[src/rtl/reset_pulse_gen_if.sv]
// Command / protocol-line bundle for the reset_n pulse transmitter.
// The master side issues commands; the slave side is the transmitter itself.
interface reset_pulse_gen_if;
    logic       cmd_valid;
    logic [1:0] cmd_type;
    logic       cmd_ready;
    logic       reset_n_out;
    logic       busy;
    logic       done;
    logic       cmd_err;

    modport master (
        output cmd_valid, cmd_type,
        input  cmd_ready, reset_n_out, busy, done, cmd_err
    );

    modport slave (
        input  cmd_valid, cmd_type,
        output cmd_ready, reset_n_out, busy, done, cmd_err
    );
endinterface

[src/rtl/reset_pulse_gen.sv]
// Controller-side transmitter for the single-wire reset_n command protocol.
// Holds reset_n low for a commanded number of clk periods (the chip decodes the
// action from the low duration), then enforces a high gap before the next one.
module reset_pulse_gen #(
    parameter int TS_LOW_CYCLES  = 8,
    parameter int RST_LOW_CYCLES = 24,
    parameter int CFG_LOW_CYCLES = 48,
    parameter int GAP_CYCLES     = 40,
    parameter int CNT_W          = 8
) (
    input  logic              clk,
    input  logic              reset,
    reset_pulse_gen_if.slave  bus
);

    // Reject durations the chip-side receiver would decode ambiguously, and
    // counts that would not fit the down-counter.
    if (TS_LOW_CYCLES < 5 || TS_LOW_CYCLES > 15 ||
        RST_LOW_CYCLES < 17 || RST_LOW_CYCLES > 31 ||
        CFG_LOW_CYCLES < 33 || CFG_LOW_CYCLES > 255 ||
        GAP_CYCLES < 33 || GAP_CYCLES > 255 ||
        !(TS_LOW_CYCLES < RST_LOW_CYCLES && RST_LOW_CYCLES < CFG_LOW_CYCLES) ||
        CFG_LOW_CYCLES > (1 << CNT_W) || GAP_CYCLES > (1 << CNT_W)) begin : g_bad_params
        $error("reset_pulse_gen: illegal duration parameters");
    end

    localparam logic [CNT_W-1:0] TS_LOAD  = CNT_W'(TS_LOW_CYCLES - 1);
    localparam logic [CNT_W-1:0] RST_LOAD = CNT_W'(RST_LOW_CYCLES - 1);
    localparam logic [CNT_W-1:0] CFG_LOAD = CNT_W'(CFG_LOW_CYCLES - 1);
    localparam logic [CNT_W-1:0] GAP_LOAD = CNT_W'(GAP_CYCLES - 1);

    typedef enum logic [1:0] {
        S_IDLE,
        S_LOW,
        S_GAP
    } state_t;

    state_t           state_q;
    logic [CNT_W-1:0] cnt_q;
    logic [CNT_W-1:0] load_d;
    logic             line_q;
    logic             busy_q;
    logic             done_q;
    logic             err_q;

    // Select the low-duration reload for the command currently offered.
    always_comb begin
        // NOTE: default first so every path assigns load_d and no latch is inferred.
        load_d = TS_LOAD;
        case (bus.cmd_type)
            2'd1:    load_d = RST_LOAD;
            2'd2:    load_d = CFG_LOAD;
            default: load_d = TS_LOAD;
        endcase
    end

    // Pulse FSM: IDLE accepts, LOW drives the line, GAP enforces high time.
    always_ff @(posedge clk or posedge reset) begin
        // NOTE: async reset clears every flop so a mid-pulse reset releases the line immediately.
        if (reset) begin
            state_q <= S_IDLE;
            cnt_q   <= '0;
            line_q  <= 1'b1;
            busy_q  <= 1'b0;
            done_q  <= 1'b0;
            err_q   <= 1'b0;
        end else begin
            // NOTE: non-blocking everywhere here so all flops update from pre-edge values.
            done_q <= 1'b0;
            err_q  <= 1'b0;
            unique case (state_q)
                S_IDLE: begin
                    if (bus.cmd_valid) begin
                        if (bus.cmd_type == 2'd3) begin
                            err_q <= 1'b1;
                        end else begin
                            state_q <= S_LOW;
                            cnt_q   <= load_d;
                            line_q  <= 1'b0;
                            busy_q  <= 1'b1;
                        end
                    end
                end
                S_LOW: begin
                    if (cnt_q == '0) begin
                        state_q <= S_GAP;
                        cnt_q   <= GAP_LOAD;
                        line_q  <= 1'b1;
                    end else begin
                        cnt_q <= cnt_q - 1'b1;
                    end
                end
                S_GAP: begin
                    if (cnt_q == '0) begin
                        state_q <= S_IDLE;
                        busy_q  <= 1'b0;
                        done_q  <= 1'b1;
                    end else begin
                        cnt_q <= cnt_q - 1'b1;
                    end
                end
                default: begin
                    state_q <= S_IDLE;
                    line_q  <= 1'b1;
                    busy_q  <= 1'b0;
                end
            endcase
        end
    end

    // Ready is purely a function of state; everything else leaves on a flop.
    assign bus.cmd_ready   = (state_q == S_IDLE);
    assign bus.reset_n_out = line_q;
    assign bus.busy        = busy_q;
    assign bus.done        = done_q;
    assign bus.cmd_err     = err_q;

endmodule

[src/flat_wrapper.sv]
// flat-port wrapper written by rule: the top's interface ports become plain ports
module reset_pulse_gen_flat 
#(
    parameter int TS_LOW_CYCLES  = 8,
    parameter int RST_LOW_CYCLES = 24,
    parameter int CFG_LOW_CYCLES = 48,
    parameter int GAP_CYCLES     = 40,
    parameter int CNT_W          = 8
)
  (clk, reset, bus_cmd_valid, bus_cmd_type, bus_cmd_ready, bus_reset_n_out, bus_busy, bus_done, bus_cmd_err);
  reset_pulse_gen_if bus_i ();
  input  logic clk;
  input  logic reset;
  input wire logic [$bits(bus_i.cmd_valid)-1:0] bus_cmd_valid;
  input wire logic [$bits(bus_i.cmd_type)-1:0] bus_cmd_type;
  output wire logic [$bits(bus_i.cmd_ready)-1:0] bus_cmd_ready;
  output wire logic [$bits(bus_i.reset_n_out)-1:0] bus_reset_n_out;
  output wire logic [$bits(bus_i.busy)-1:0] bus_busy;
  output wire logic [$bits(bus_i.done)-1:0] bus_done;
  output wire logic [$bits(bus_i.cmd_err)-1:0] bus_cmd_err;
  assign bus_i.cmd_valid = bus_cmd_valid;
  assign bus_i.cmd_type = bus_cmd_type;
  assign bus_cmd_ready = bus_i.cmd_ready;
  assign bus_reset_n_out = bus_i.reset_n_out;
  assign bus_busy = bus_i.busy;
  assign bus_done = bus_i.done;
  assign bus_cmd_err = bus_i.cmd_err;
  reset_pulse_gen #(.TS_LOW_CYCLES(TS_LOW_CYCLES), .RST_LOW_CYCLES(RST_LOW_CYCLES), .CFG_LOW_CYCLES(CFG_LOW_CYCLES), .GAP_CYCLES(GAP_CYCLES), .CNT_W(CNT_W)) u_core (.clk(clk), .reset(reset), .bus(bus_i));
endmodule
[config.mk]
export PLATFORM = sky130hd
export DESIGN_NAME = reset_pulse_gen_flat
export DESIGN_NICKNAME = d
export VERILOG_FILES = /design/src/rtl/reset_pulse_gen_if.sv /design/src/rtl/reset_pulse_gen.sv /design/src/flat_wrapper.sv
export SDC_FILE = /design/constraint.sdc
export NUM_CORES = 1
export LEC_CHECK = 0
export CORE_MARGIN = 3
export CORE_UTILIZATION = 54
export CTS_CLUSTER_SIZE = 16
export DETAILED_ROUTE_END_ITERATION = 7
export PLACE_DENSITY = 0.77
export SKIP_CTS_REPAIR_TIMING = 1
export SYNTH_ARGS = -nofsm -noshare
export SYNTH_HDL_FRONTEND = slang
export SYNTH_SLANG_ARGS = --single-unit
[constraint.sdc]
create_clock -name clk -period 2.2 [get_ports clk]
set_clock_uncertainty 0.2 [all_clocks]
set_input_delay 0.22 -clock clk [delete_from_list [all_inputs] [get_ports clk]]
set_output_delay 0.22 -clock clk [all_outputs]
set_load 0.05 [all_outputs]
==> results of run 1 <==
Yosys cell counts (all sizes together) (2+ instances only):
cell type   n  area (sq um)
a31oi       6          37.5
a22o        4          35.0
dfrtp      13           325
nand3       2          22.5
nor3        4          25.0
a21oi       5          28.8
nor2        7          26.3
o211ai      5          37.5
nand2       4          15.0
or3         2          12.5
nand2b      2          12.5
o21ai       6          30.0
ha          6          75.1
inv         8          30.0
state kept, by name, summed over array words and instances, names as in the netlist:
signal / count
u_core.cnt_q: 8
u_core.state_q: 2
u_core.bus.busy: 1
u_core.bus.cmd_err: 1
u_core.bus.done: 1
u_core.bus.reset_n_out: 1
worst max path at each step:
stage                                start              end  cells after the start
finish              u_core.bus.reset_n_out  bus_reset_n_out                      1
global route               u_core.cnt_q[0]  u_core.cnt_q[1]                      7
CTS                        u_core.cnt_q[0]  u_core.cnt_q[3]                      6
detailed placement         u_core.cnt_q[0]  u_core.cnt_q[3]                      6
global placement           u_core.cnt_q[0]  u_core.cnt_q[3]                      6
floorplan                u_core.state_q[0]  u_core.cnt_q[1]                      6
cell type report:
cell class | count | area (sq um)
Multi-Input combinational cell | 70 | 520
Fill cell | 118 | 458
Sequential cell | 14 | 352
Timing Repair Buffer | 14 | 125
Clock buffer | 4 | 36.3
Inverter | 8 | 30.0
Tap cell | 16 | 20.0
cells in the final DEF, fill, tap and decap left out, types with 2 or more instances in the layout:
| cell type | n |
|---|---|
| clkdlybuf4s50_1 | 8 |
| nand2b_1 | 2 |
| dfrtp_1 | 13 |
| nor2_1 | 7 |
| a22o_1 | 4 |
| nand2_1 | 4 |
| a31oi_1 | 6 |
| inv_1 | 8 |
| a21oi_1 | 4 |
| o21ai_0 | 4 |
| o211ai_1 | 5 |
| o21ai_1 | 2 |
| or3_1 | 2 |
| clkbuf_4 | 3 |
| buf_4 | 6 |
| ha_1 | 6 |
| nor3_1 | 3 |
metrics by stage:
step                cell area (sq um)  power (mW)  util (%)
finish                           1080        1.52      70.3
global route                     1080        1.64      70.3
CTS                              1070        1.51      69.3
detailed placement               1030        1.31      67.0
global placement                 1030        1.31      67.0
floorplan                         913        1.11         -
per-layer routing:
| metal | share of wire [%] | track usage (%) |
|---|---|---|
| met5 | 0 | 0 |
| met4 | 1.3 | 9.94 |
| met3 | 6.9 | 3.45 |
| met2 | 43 | 32.0 |
| met1 | 49 | 30.0 |
power groups by stage:
stage          registers (mW)  logic, mW  clock network (mW)
2_1_floorplan           0.501      0.605                   0
3_3_place_gp            0.443      0.863                   0
3_5_place_dp            0.446      0.864                   0
4_1_cts                 0.441      0.874               0.193
5_1_grt                 0.458      0.978               0.206
6_report                0.445      0.891               0.188
kinds of logic (layout without fill, tap and decap cells):
group,count (synthesis),in the layout
AND/OR/NAND/NOR,27,27
multiplexers,1,1
flip-flops,14,14
AO/OA/AOI/OAI,36,36
buffers and inverters,9,26
adder cells (fa/ha/maj),6,6
==> key figures, run 1 <==
Yosys
  • Synthesized flop and latch total: 14
  • Post-Synth Simple-Gate Area: 19.2%
  • Yosys cell types: 37
  • Async SR Flop Fraction: 100%
  • Compound-cell area share of the yosys netlist: 27.9%
  • Post-synthesis xor/xnor area fraction: 0%
  • Synth Instances: 93
  • Sequential cell area fraction in the yosys report: 38.5%
  • Yosys warns: 0
  • Post-synth EDFFs: 0
  • Post-Synth Adder-Cell Area: 8.22%
  • Mux contribution to synthesized area: 1.64%
  • Most used DFF post-synth: dfrtp_1
  • Post-Syn Area: 913 sq um
  • Post-Syn Nets: 104
  • Synthesized area per cell: 9.82 sq um
  • Largest family of logic cells by synthesized area: compound AO/OA/AOI/OAI gates

Setup path
  • R2R depth: 7
  • R2r setup slk: 0.17 ns
  • Top delay family on crit path: buffers and inverters
  • Worst Path Arrival: 1.62 ns
  • Crit path capture type: primary output
  • Slowest-stage cell, CP: clkdlybuf4s50_1
  • Worst EP required: 1.78 ns
  • Worst r2r src: u_core.cnt_q[0]
  • Crit path largest cell delay: 0.80 ns
  • Setup CP Type: register to primary output
  • CP startpoint kind: register
  • CP Buf/Inv Count: 1
  • R2R Path End: u_core.cnt_q[1]
  • Crit-path max FO: 2
  • Critical path cell sequence: clkdlybuf4s50_1

STA
  • Max transition margin: 63.4%
  • Final period demand of the worst path: 2.04 ns
  • RSZ-0062 raised after global routing: no
  • Final WS setup: 0.164 ns
  • Max-slew violations: 0
  • Hold Slack: 0.0771 ns
  • Worst-margin pin slew: 0.548 ns
  • Setup TNS: 0 ns
  • Fin. Hold Viols: 0
  • Final worst-path cycle share: 92.5%
  • Final count of negative-setup-slack endpoints: 0
  • Fmax: 491 MHz

Layout
  • Layout cell share with drive strength beyond 1: 17.3%
  • Final std cells w/o fill: 126
  • Nets: 122
  • ANT cells: 0
  • Synth-to-layout area growth: 18.6%

Floorplanning
  • Die X-Extent: 47.1 microns
  • Die H: 47.1 microns
  • Num rows: 14
  • Starting Density: 59.3%
  • Die area: 2220 sq um
  • Core area: 1540 sq um
  • Top-Level Pins: 10

Min path
  • Hold WC Path Type: input port to asynchronous set/reset pin

Placed design
  • DP Wirelength: 1.41 mm
  • PortBufs: 9
  • Setup WS pre-CTS: 0.162 ns
  • Dpl cells: 120
  • GPL Wtd Cong: 0.865

Drt
  • DRC: 0
  • WL/cell: 15.8 microns
  • ANT nets after route: 0
  • Detailed Route Iter0 Violations: 29
  • Via count: 808
  • Via-per-instance ratio: 6.41
  • Final wirelength: 1.99 mm
  • Router iterations before antenna repair: 4

CTS
  • Root Driver: clkbuf_4
  • Skew-Pair Late Insertion Delay: 0.28 ns
  • Buffer depth of the longest clock path: 2
  • Clock slew at reported path FFs: 0.09 ns
  • Clock sink count: 14
  • CTS tree: yes
  • Total CTS buffers: 3
  • Htree depth: 1

Global routing
  • Total gr overflow: 0
  • Gr usage total: 21.4%
  • Global-route wire length before repair: 3.33 mm
  • Vias in the first global route: 739
  • Largest net degree at the start of global routing: 15
  • Initial antenna violation count: 0

Status
  • Status: finished, final reports clean

Power
  • Sw power: 0.715 mW
  • Max VDD drop: 1.22 mV
  • Pwr dens: 1410 nW/um^2
  • Clock Power Share: 12.3%
  • Sequential group share of total power: 29.2%
  • Sw Share: 46.9%
  • Leakage: 0.490 nW
  • Combinational power share: 58.5%
  • Internal power: 0.810 mW

Job
  • Max_cap viols: 0
No activity file was read; power rests on OpenSTA's default activity.
==> run 2: changes to the inputs <==
--- a/config.mk
+++ b/config.mk
@@ -6,10 +6,9 @@
 export NUM_CORES = 1
 export LEC_CHECK = 0
 export CORE_MARGIN = 3
-export CORE_UTILIZATION = 54
+export CORE_UTILIZATION = 35
 export CTS_CLUSTER_SIZE = 16
 export DETAILED_ROUTE_END_ITERATION = 7
-export PLACE_DENSITY = 0.77
 export SKIP_CTS_REPAIR_TIMING = 1
 export SYNTH_ARGS = -nofsm -noshare
 export SYNTH_HDL_FRONTEND = slang
==> run 2 against run 1 <==
Net effect: sequential power up 0.9%; cell count grew 8.7%; sequential share of layout area shrank 0.22 points; clock-buffer cell count is the same; first-iteration DRC count is 48% lower; die area grew 47%; global-route usage shrank 7.0 points; critical path type is now register to register; largest cell class unchanged.
==> key figures, run 2 (synthesis results as in run 1) <==
Status
  • Status: finished, final reports clean

Layout
  • Nets: 121
  • Synth-to-layout area growth: 19.5%
  • Layout cell share with drive strength beyond 1: 16.5%
  • Core Util, Final: 46.6%
  • Largest Register: u_core.cnt_q
  • Most common cell after layout, fill and taps aside: dfrtp_1
  • Most frequent cells in the layout: dfrtp_1, inv_1, clkdlybuf4s50_1
  • ANT cells: 0
  • Largest registers: u_core.cnt_q: 8 flops, u_core.state_q: 2 flops
  • Final Cell Area: 1090 sq um
  • Largest register FFs: 8

Setup path
  • Top delay family on crit path: simple AND/OR/NAND/NOR gates
  • Worst r2r src: u_core.cnt_q[0]
  • R2r setup slk: 0.16 ns
  • Slowest-stage cell, CP: dfrtp_1
  • CP Buf/Inv Count: 2
  • Critical path cell sequence: inv_1 -> ha_1 -> nor4b_4 -> buf_4 -> nand3_4 -> and2_4 -> mux2_4
  • R2R depth: 7
  • R2R Path End: u_core.cnt_q[1]
  • Setup CP Type: register to register
  • CP Capture Point: u_core.cnt_q[1]
  • Crit path largest cell delay: 0.44 ns
  • Crit-path max FO: 6
  • Critical path depth: 7
  • Crit path capture type: register
  • CP startpoint: u_core.cnt_q[0]
  • Worst EP required: 2.18 ns
  • CP startpoint kind: register
  • Worst Path Arrival: 2.02 ns

STA
  • Fin. Hold Viols: 0
  • Final worst-path cycle share: 92.8%
  • Setup TNS: 0 ns
  • Worst-margin pin slew: 0.592 ns
  • Max-slew violations: 0
  • Final period demand of the worst path: 2.04 ns
  • RSZ-0062 raised after global routing: no
  • Max transition margin: 60.5%
  • Fmax: 490 MHz
  • Hold Slack: 0.0868 ns
  • Final count of negative-setup-slack endpoints: 0

Min path
  • Hold WC Path Type: input port to asynchronous set/reset pin

CTS
  • Root Driver: clkbuf_4
  • Skew-Pair Late Insertion Delay: 0.28 ns
  • Clock slew at reported path FFs: 0.10 ns
  • Htree depth: 1
  • Total CTS buffers: 3
  • Clock sink count: 14
  • CTS tree: yes
  • Buffer depth of the longest clock path: 2

Drt
  • Detailed Route Iter0 Violations: 15
  • DRT met1 WL: 1.05 mm
  • Met2 wire len: 897 microns
  • Via count: 805
  • DRC: 0
  • Via-per-instance ratio: 5.88
  • Router iterations before antenna repair: 4
  • Met3 WL post-DR: 112 microns
  • Final wirelength: 2.09 mm
  • ANT nets after route: 0
  • Top Layer Used: met4
  • WL/cell: 15.3 microns

Power
  • Pwr dens: 1410 nW/um^2
  • Clock Power Share: 12.7%
  • Sw Share: 47.3%
  • Sequential group share of total power: 29.2%
  • Max VDD drop: 0.860 mV
  • Leakage: 0.484 nW
  • Sw power: 0.726 mW
  • Internal power: 0.808 mW
  • Combinational power share: 58.0%

Floorplanning
  • Die area: 3260 sq um
  • Starting Density: 39.0%
  • Top-Level Pins: 10
  • Die H: 57.1 microns
  • Die X-Extent: 57.1 microns
  • Num rows: 17
  • Core area: 2340 sq um

Global routing
  • Gr usage total: 14.4%
  • Vias in the first global route: 798
  • Initial antenna violation count: 0
  • Largest net degree at the start of global routing: 15
  • Global-route wire length before repair: 3.71 mm
  • Total gr overflow: 0

Placed design
  • Placed cell areas: 1050 sq um
  • DP Wirelength: 1.52 mm
  • GPL Wtd Cong: 0.853
  • PortBufs: 9

Job
  • Max_cap viols: 0
run 2: cell types whose count changed in the layout (fill, tap and decap cells not counted):
cell / previous run / this run
buf_4: 6 / 5
run 2: area by class of cell:
type	instances	area [sq um]
multi-input combinational	70	520
sequential	14	352
fill	239	1250
tap	28	35.0
timing repair buffer	13	118
clock buffer	4	36.3
inverter	8	30.0
run 2: metal layers:
layer / up-vias / GRT usage [%]
met4: 0 / 3.97
met1: 389 / 21.0
met3: 4 / 2.94
li1: 388 / -
met2: 24 / 21.5
met5: - / 0
run 2: metrics by stage:
stage / instances / power, mW / setup WS (ns)
final: 137 / 1.53 / 0.159
after global routing: 137 / 1.66 / 0.0662
after floorplan: 93 / 1.11 / 0.0342
after detailed placement: 133 / 1.33 / 0.193
after global placement: 133 / 1.32 / 0.170
after CTS: 137 / 1.53 / 0.155
run 2: worst min-delay path by stage:
stage	startpoint	endpoint	slack, ns	depth (start not counted)
after floorplan	reset	u_core.bus.busy	-0.09	1
after global placement	u_core.bus.reset_n_out	u_core.bus.reset_n_out	0.28	2
after detailed placement	u_core.bus.reset_n_out	u_core.bus.reset_n_out	0.28	2
after CTS	reset	u_core.cnt_q[3]	0.11	2
after global routing	reset	u_core.bus.cmd_err	0.13	2
final	reset	u_core.cnt_q[3]	0.09	2
run 2: power groups by stage:
stage,Clock (mW),Sequential (mW),Combinational [mW]
floorplan,0,0.501,0.605
global placement,0,0.449,0.874
detailed placement,0,0.450,0.881
CTS,0.201,0.446,0.886
global route,0.215,0.464,0.981
finish,0.195,0.449,0.890
run 2: worst register-to-register path: stages, from the launching register on:
cell	delay [ns]
dfrtp_1	0.44
inv_1	0.10
ha_1	0.16
nor4b_4	0.29
buf_4	0.21
nand3_4	0.07
and2_4	0.18
mux2_4	0.29
==> run 3: changes to the inputs <==
--- a/config.mk
+++ b/config.mk
@@ -5,6 +5,7 @@
 export SDC_FILE = /design/constraint.sdc
 export NUM_CORES = 1
 export LEC_CHECK = 0
+export ABC_AREA = 1
 export CORE_MARGIN = 3
 export CORE_UTILIZATION = 35
 export CTS_CLUSTER_SIZE = 16
==> run 3 against run 2 <==
Net effect: clock power shrank 5%; synthesized area grew 5.6%; combinational power increased by 2.5%; largest power group unchanged.
==> key figures, run 3 <==
STA
  • RSZ-0062 raised after global routing: no
  • Fin. Hold Viols: 0
  • Setup TNS: 0 ns
  • Final period demand of the worst path: 2.04 ns
  • Final count of negative-setup-slack endpoints: 0
  • Max transition margin: 63.6%
  • Final worst-path cycle share: 92.8%
  • Fmax: 490 MHz
  • Worst-margin pin slew: 0.545 ns
  • Max-slew violations: 0

Yosys
  • Synth area leaders: dfrtp_1, nand2_1, ha_1, nor2_1, inv_1
  • Post-Syn Area: 965 sq um
  • Sequential cell area fraction in the yosys report: 36.4%
  • Post-Syn Nets: 143
  • Synthesized flop and latch total: 14
  • Synth Instances: 132
  • Commonest cells in the netlist: nand2_1, nor2_1, inv_1
  • Synth area leader: dfrtp_1
  • Synthesized area per cell: 7.31 sq um
  • Most used DFF post-synth: dfrtp_1
  • Yosys cell types: 21
  • Yosys warns: 0
  • Post-synth EDFFs: 0
  • Most numerous cell in the Yosys netlist: nand2_1
  • Share of the synthesized area in the top cell type: 33.7%
  • Async SR Flop Fraction: 100%

Global routing
  • Largest net degree at the start of global routing: 15
  • Initial antenna violation count: 0
  • Gr usage total: 13.3%
  • Met1 Use GR: 17.8%
  • Global Route met3 Usage: 2.41%
  • Total gr overflow: 0
  • Global-route wire length before repair: 3.38 mm
  • Grt peak-use layer: met2
  • Vias in the first global route: 773
  • Met2 Use GR: 19.9%

Power
  • Pwr dens: 1360 nW/um^2
  • Max VDD drop: 0.833 mV
  • Total power draw: 1.54 mW
  • Leakage: 0.566 nW

Floorplanning
  • Die X-Extent: 58.5 microns
  • Num rows: 18
  • Top-Level Pins: 10
  • Die area: 3420 sq um
  • Starting Density: 37.9%
  • Core area: 2540 sq um
  • Die H: 58.5 microns

Layout
  • Final std cells w/o fill: 175
  • Layout cell share with drive strength beyond 1: 19.3%
  • Largest registers: u_core.cnt_q: 8 flops, u_core.state_q: 2 flops
  • Fill count: 270
  • Largest register FFs: 8
  • Most common cell after layout, fill and taps aside: nand2_1
  • Synth-to-layout area growth: 16.7%
  • Largest Register: u_core.cnt_q
  • ANT cells: 0
  • Most frequent cells in the layout: nand2_1, nor2_1, inv_1
  • Final Cell Area: 1130 sq um
  • Nets: 157

CTS
  • Total CTS buffers: 3
  • Root Driver: clkbuf_4
  • CTS tree: yes
  • Clock sink count: 14
  • Skew-Pair Late Insertion Delay: 0.28 ns
  • Clock slew at reported path FFs: 0.08 ns
  • Htree depth: 1
  • Buffer depth of the longest clock path: 2

Setup path
  • Crit path capture type: primary output
  • CP startpoint: u_core.bus.reset_n_out
  • R2R depth: 9
  • Top delay family on crit path: buffers and inverters
  • CP startpoint kind: register
  • Setup CP Type: register to primary output
  • Critical path cell sequence: clkdlybuf4s50_1
  • Worst EP required: 1.78 ns
  • CP Capture Point: bus_reset_n_out
  • Worst r2r src: u_core.state_q[1]
  • R2r setup slk: 0.45 ns
  • Worst Path Arrival: 1.62 ns
  • R2R Path End: u_core.cnt_q[1]
  • Critical path depth: 1
  • Crit path largest cell delay: 0.80 ns
  • CP Buf/Inv Count: 1
  • Crit-path max FO: 2
  • Slowest-stage cell, CP: clkdlybuf4s50_1

Placed design
  • DP Wirelength: 1.60 mm
  • GPL Wtd Cong: 0.848
  • PortBufs: 9
  • Dpl cells: 171
  • Placed cell areas: 1090 sq um

Drt
  • Via-per-instance ratio: 4.71
  • Via count: 825
  • WL/cell: 11.3 microns
  • DRC: 0
  • Router iterations before antenna repair: 4
  • Final wirelength: 1.97 mm
  • ANT nets after route: 0
  • Detailed Route Iter0 Violations: 47

Job
  • Max_cap viols: 0

Min path
  • Hold WC Path Type: input port to asynchronous set/reset pin

Status
  • Status: finished, final reports clean
-- run 3: layout make-up --
cell class              instances  area, sq um  share of cell area (%)
repair buffers                  9         87.6                    7.78
multi-input cells              95          524                    46.6
clock buffers                   4         36.3                    3.22
well taps                      30         37.5                    3.33
inverters                      23         88.8                    7.89
flip-flops and latches         14          352                    31.2
-- run 3: logic make-up after synthesis --
| group | Yosys count | synth area share [%] |
|---|---|---|
| AND/OR/NAND/NOR | 72 | 35.8 |
| buffers and inverters | 23 | 9.21 |
| AO/OA/AOI/OAI | 16 | 9.86 |
| flip-flops | 14 | 36.4 |
| adder cells (fa/ha/maj) | 6 | 7.78 |
| XOR/XNOR | 1 | 0.908 |
-- run 3: worst min-delay path by stage --
stage | from | to | slack (ns) | cells past startpoint
CTS | reset | u_core.cnt_q[7] | 0.09 | 2
finish | reset | u_core.cnt_q[0] | 0.08 | 2
global placement | u_core.bus.busy | u_core.bus.busy | 0.30 | 2
detailed placement | u_core.bus.reset_n_out | u_core.bus.reset_n_out | 0.29 | 2
floorplan | reset | u_core.bus.busy | -0.09 | 1
global route | reset | u_core.cnt_q[2] | 0.11 | 2
-- run 3: layer usage --
metal,wire length [microns],up-vias,share of wire (%)
met3,115,5,5.8
met4,41,0,2.1
li1,-,436,-
met2,810,26,41
met1,1010,358,51
met5,0,-,0
-- run 3: power breakdown --
part / internal, mW / leakage (nW) / switching, mW
sequential: 0.353 / 0.174 / 0.0870
combinational: 0.300 / 0.371 / 0.612
clock: 0.101 / 0.0210 / 0.0846
-- run 3: per-stage QoR --
stage | hold WS, ns | worst slack [ns] | util [%]
finish | 0.0771 | 0.159 | 44.2
CTS | 0.0918 | 0.144 | 44.2
global route | 0.107 | 0.113 | 44.2
global placement | 0.298 | 0.467 | 42.8
floorplan | -0.0915 | 0.210 | -
detailed placement | 0.289 | 0.469 | 42.8
==> edit 1: new RTL, config.mk and constraints of run 2 <==
Reset style: synchronous (`reset`), changed in one clocked block. Comments in the files are not updated.
--- a/src/rtl/reset_pulse_gen.sv
+++ b/src/rtl/reset_pulse_gen.sv
@@ -57,3 +57,3 @@
     // Pulse FSM: IDLE accepts, LOW drives the line, GAP enforces high time.
-    always_ff @(posedge clk or posedge reset) begin
+    always_ff @(posedge clk) begin
         // NOTE: async reset clears every flop so a mid-pulse reset releases the line immediately.
Function: differs if reset is asserted again (counterexample within 4 cycles, from zero or initial values and one cycle with reset high); with reset held inactive, the same outputs for 10 cycles.
==> edit 1 against run 2 <==
  * Final area up 3.2%
  * Routed wire length up 15%
  * Highest routed layer unchanged
  * Sequential cell count unchanged
  * Synthesized cell count up 14%
  * Area after synthesis up 5.1%
  * Critical path type unchanged
  * Total power down 5.3%
  * Sequential share of layout area down 7.3 points
  * Sequential power down 13%
  * Setup slack better by 0.053 ns
==> edit 1: results (changes against run 2) <==
{
  "outcome": "completed",
  "synth_cell_types": {"value": 47, "change": "+27%"},
  "grt_use_met2": {"value": 24.1, "unit": "%", "change": "+2.5 points"},
  "cellLeakagePower": {"value": 0.411, "unit": "nW", "change": "-15%"},
  "synth.mux.area_fraction": {"value": 1.04, "unit": "%", "change": "-0.60 points"},
  "routed_wire_length_per_instance": {"value": 15.9, "unit": "um", "change": "+4.1%"},
  "worst_r2r_startpoint": "u_core.state_q[1]",
  "finalNetCount": {"value": 133, "change": "+9.9%"},
  "compound_gate_portion_of_the_synthesized_area": {"value": 32.3, "unit": "%", "change": "+4.4 points"},
  "netlist_instances": {"value": 106, "change": "+14%"},
  "grt_pass1_wl": {"value": 4.26, "unit": "mm", "change": "+15%"},
  "synth_commonest_cells": "14 x sky130_fd_sc_hd__dfxtp_1, 7 x sky130_fd_sc_hd__a21oi_1, 6 x sky130_fd_sc_hd__nand2_1, 6 x sky130_fd_sc_hd__nand3_1",
  "placed_area": {"value": 0.00110, "unit": "mm2", "change": "+4.6%"},
  "use_met1": {"value": 22.8, "unit": "%", "change": "+1.8 points"},
  "max-vdd-ir-drop": {"value": 0.000761, "unit": "V", "change": "-12%"},
  "initialDrtViolationCount": {"value": 31, "change": "+16"},
  "fill_cells": {"value": 257, "change": "+7.5%"},
  "cpLargestDelayFamily": "compound AO/OA/AOI/OAI gates",
  "vias": {"value": 908, "change": "+13%"},
  "globalplace.congestion": {"value": 0.856, "change": "+0.39%"},
  "post_synthesis_async_set_or_reset_flop_share": {"value": 0, "unit": "%", "change": "-100 points"},
  "critical-path-max-stage-delay": {"value": 0.40, "unit": "ns", "change": "-0.04 ns"},
  "met3_global_route_usage": {"value": 3.95, "unit": "%", "change": "+1.0 points"},
  "groute.usage.overall": {"value": 16.2, "unit": "%", "change": "+1.8 points"},
  "synth_fa_ha_area_share": {"value": 6.52, "unit": "%", "change": "-1.7 points"},
  "holdCritPathClass": "register to register",
  "power_switching_share": {"value": 48.5, "unit": "%", "change": "+1.2 points"},
  "post-dp-hpwl": {"value": 1.78, "unit": "mm", "change": "+17%"},
  "critical_path.reg2reg.endpoint": "u_core.cnt_q[3]",
  "worst_r2r_path_depth": {"value": 6, "change": "-1"},
  "layout.cells.non_filler": {"value": 151, "change": "+10%"},
  "slew-limit-headroom": {"value": 66.7, "unit": "%", "change": "+6.2 points"},
  "pre_cts_slack": {"value": 0.158, "unit": "ns", "change": "-0.0352 ns"},
  "synth_fp_nets": {"value": 116, "change": "+12%"},
  "r2r_slack": {"value": 0.21, "unit": "ns", "change": "+0.05 ns"}
}
## edit 1: cell count changes in the layout (fill, tap and decap cells not counted), sizes merged, moves of 3 or more
cell	before	now
dfxtp	0	14
dfrtp	13	0
a31oi	6	1
a22o	4	0
nand3	2	6
inv	8	5
nand2	4	7
## edit 1: final cells by class
cell class	instances	area, um2	area share, %
clock buffers	3	22.5	2.00
inverters	6	22.5	2.00
multi-input cells	85	646	57.3
flip-flops and latches	14	280	24.9
well taps	30	37.5	3.33
repair buffers	13	118	10.4
## edit 1: logic make-up (layout without fill, tap and decap cells)
kind of cell               Yosys count  after routing
DFF                                 14             14
AOI/OAI and AO/OA                   38             38
buffers and inverters                7             22
adders and majority gates            5              5
and+or+nand+nor                     41             41
muxes                                1              1
## edit 1: power by group through the flow
stage	combinational (mW)	sequential (mW)	clock [mW]
floorplan	0.607	0.443	0
global placement	0.895	0.395	0
detailed placement	0.898	0.396	0
CTS	0.902	0.391	0.158
global route	0.995	0.407	0.169
finish	0.910	0.392	0.151
## edit 1: per-layer routing
metal,routed length [um],vias up
li1,-,446
met1,1170,434
met2,1080,24
met3,117,4
met4,23,0
met5,0,-
## edit 1: how the worst max path moves through the flow
stage | end | slack (ns) | cells after the start
after global routing | u_core.cnt_q[3] | 0.08 | 6
after detailed placement | u_core.cnt_q[7] | 0.16 | 5
after global placement | u_core.bus.reset_n_out | 0.17 | 5
final | u_core.cnt_q[3] | 0.21 | 6
after floorplan | u_core.bus.reset_n_out | 0.19 | 5
after CTS | u_core.cnt_q[3] | 0.21 | 6
==> edit 2: new RTL, flow settings as in run 2 <==
Made on the original files. `CNT_W` is set to 8 in 2 places; all go to 6.
--- a/src/rtl/reset_pulse_gen.sv
+++ b/src/rtl/reset_pulse_gen.sv
@@ -8,3 +8,3 @@
     parameter int GAP_CYCLES     = 40,
-    parameter int CNT_W          = 8
+    parameter int CNT_W          = 6
 ) (
--- a/src/flat_wrapper.sv
+++ b/src/flat_wrapper.sv
@@ -7,3 +7,3 @@
     parameter int GAP_CYCLES     = 40,
-    parameter int CNT_W          = 8
+    parameter int CNT_W          = 6
 )
Behaviour: same outputs for any inputs over 10 cycles, from zero or initial values and one cycle with reset high; that may be too few to reach the edited logic, so the function may still have changed.
==> edit 2 against run 2 <==
  * Setup slack improved by 0.015 ns
  * Final area fell by 11%
  * Total power fell by 7.0%
  * Sequential cell count fell by 2
  * Combinational power fell by 3.1%
  * Largest cell class unchanged
  * Worst hold slack got worse by 0.038 ns
  * Register-to-register slack improved by 0.03 ns
  * Utilization rose by 0.46 points
  * Sequential share of layout area fell by 1.2 points
  * Routed wire length fell by 13%
  * Via count fell by 16%
  * Area after synthesis fell by 12%
  * Final cell count fell by 6.6%
==> edit 2: results (changes against run 2) <==
{
  "wl_met1": {"value": 859, "unit": "um", "change": "-18%"},
  "layout.nonclk_buf_share": {"value": 11.1, "unit": "%", "change": "+0.30 points"},
  "area.share.sequential": {"value": 31.1, "unit": "%", "change": "-1.2 points"},
  "critical-path-max-stage-delay": {"value": 0.79, "unit": "ns", "change": "+0.35 ns"},
  "register_bit_count_reported_by_yosys": {"value": 12, "change": "-2"},
  "detail_route.vias_per_cell": {"value": 5.31, "change": "-9.6%"},
  "synth_cell_types": {"value": 32, "change": "-14%"},
  "nonClockBufferCount": {"value": 10, "change": "-3"},
  "synth-seq-area-share": {"value": 37.4, "unit": "%", "change": "-1.1 points"},
  "initialDrtViolationCount": {"value": 27, "change": "+12"},
  "cellLeakagePower": {"value": 0.416, "unit": "nW", "change": "-14%"},
  "pre_cts_slack": {"value": 0.208, "unit": "ns", "change": "+0.0148 ns"},
  "crit_path_max_fanout": {"value": 2, "change": "-4"},
  "critical_path.startpoint": "u_core.bus.reset_n_out",
  "post_route_cells_drive_above_1_share": {"value": 14.9, "unit": "%", "change": "-1.7 points"},
  "max-vdd-ir-drop": {"value": 0.000622, "unit": "V", "change": "-28%"},
  "synth_fp_nets": {"value": 99, "change": "-4.8%"},
  "grt_pass1_wl": {"value": 3.14, "unit": "mm", "change": "-15%"},
  "grt_pass1_vias": {"value": 689, "change": "-14%"},
  "clock_area_share": {"value": 2.71, "unit": "%", "change": "-0.62 points"},
  "route.met3.wl": {"value": 98, "unit": "um", "change": "-13%"},
  "netlist_instances": {"value": 88, "change": "-5.4%"},
  "cpLargestDelayFamily": "buffers and inverters",
  "worstSetupEndpoint": "bus_reset_n_out",
  "place.detailed.instances": {"value": 124, "change": "-6.8%"},
  "r2r_slack": {"value": 0.19, "unit": "ns", "change": "+0.03 ns"},
  "outcome": "completed",
  "synth_commonest_cells": "12 x sky130_fd_sc_hd__nor2_1, 11 x sky130_fd_sc_hd__dfrtp_1, 9 x sky130_fd_sc_hd__inv_1",
  "cellPowerDensity": {"value": 1470, "unit": "mW/mm2", "change": "+4.5%"},
  "final.hold.worst_slack": {"value": 0.0487, "unit": "ns", "change": "-0.0381 ns"},
  "grt_start_max_net_pins": {"value": 13, "change": "-2"},
  "post-dp-hpwl": {"value": 1.34, "unit": "mm", "change": "-12%"},
  "worst_r2r_path_depth": {"value": 6, "change": "-1"}
}
## edit 2: cell types whose count changed after synthesis, moves of 2 or more
cell	delta
sky130_fd_sc_hd__nor2_1	+5
sky130_fd_sc_hd__a21oi_1	+4
sky130_fd_sc_hd__a22o_1	-4
sky130_fd_sc_hd__o211ai_1	-4
sky130_fd_sc_hd__o21ai_1	+3
sky130_fd_sc_hd__dfrtp_1	-2
sky130_fd_sc_hd__nand2_1	-2
sky130_fd_sc_hd__or3_1	-2
## edit 2: logic make-up after synthesis
logic type	after synthesis	synth area share (%)
flip-flops	12	37.4
AND/OR/NAND/NOR	26	18.9
adder cells (fa/ha/maj)	6	9.30
AO/OA/AOI/OAI	34	29.8
buffers and inverters	10	4.65
## edit 2: layer usage
metal | vias up | global-route usage [%]
met2 | 20 | 22.6
met1 | 308 | 19.5
met3 | 3 | 3.88
met5 | - | 0
met4 | 0 | 9.96
li1 | 349 | -
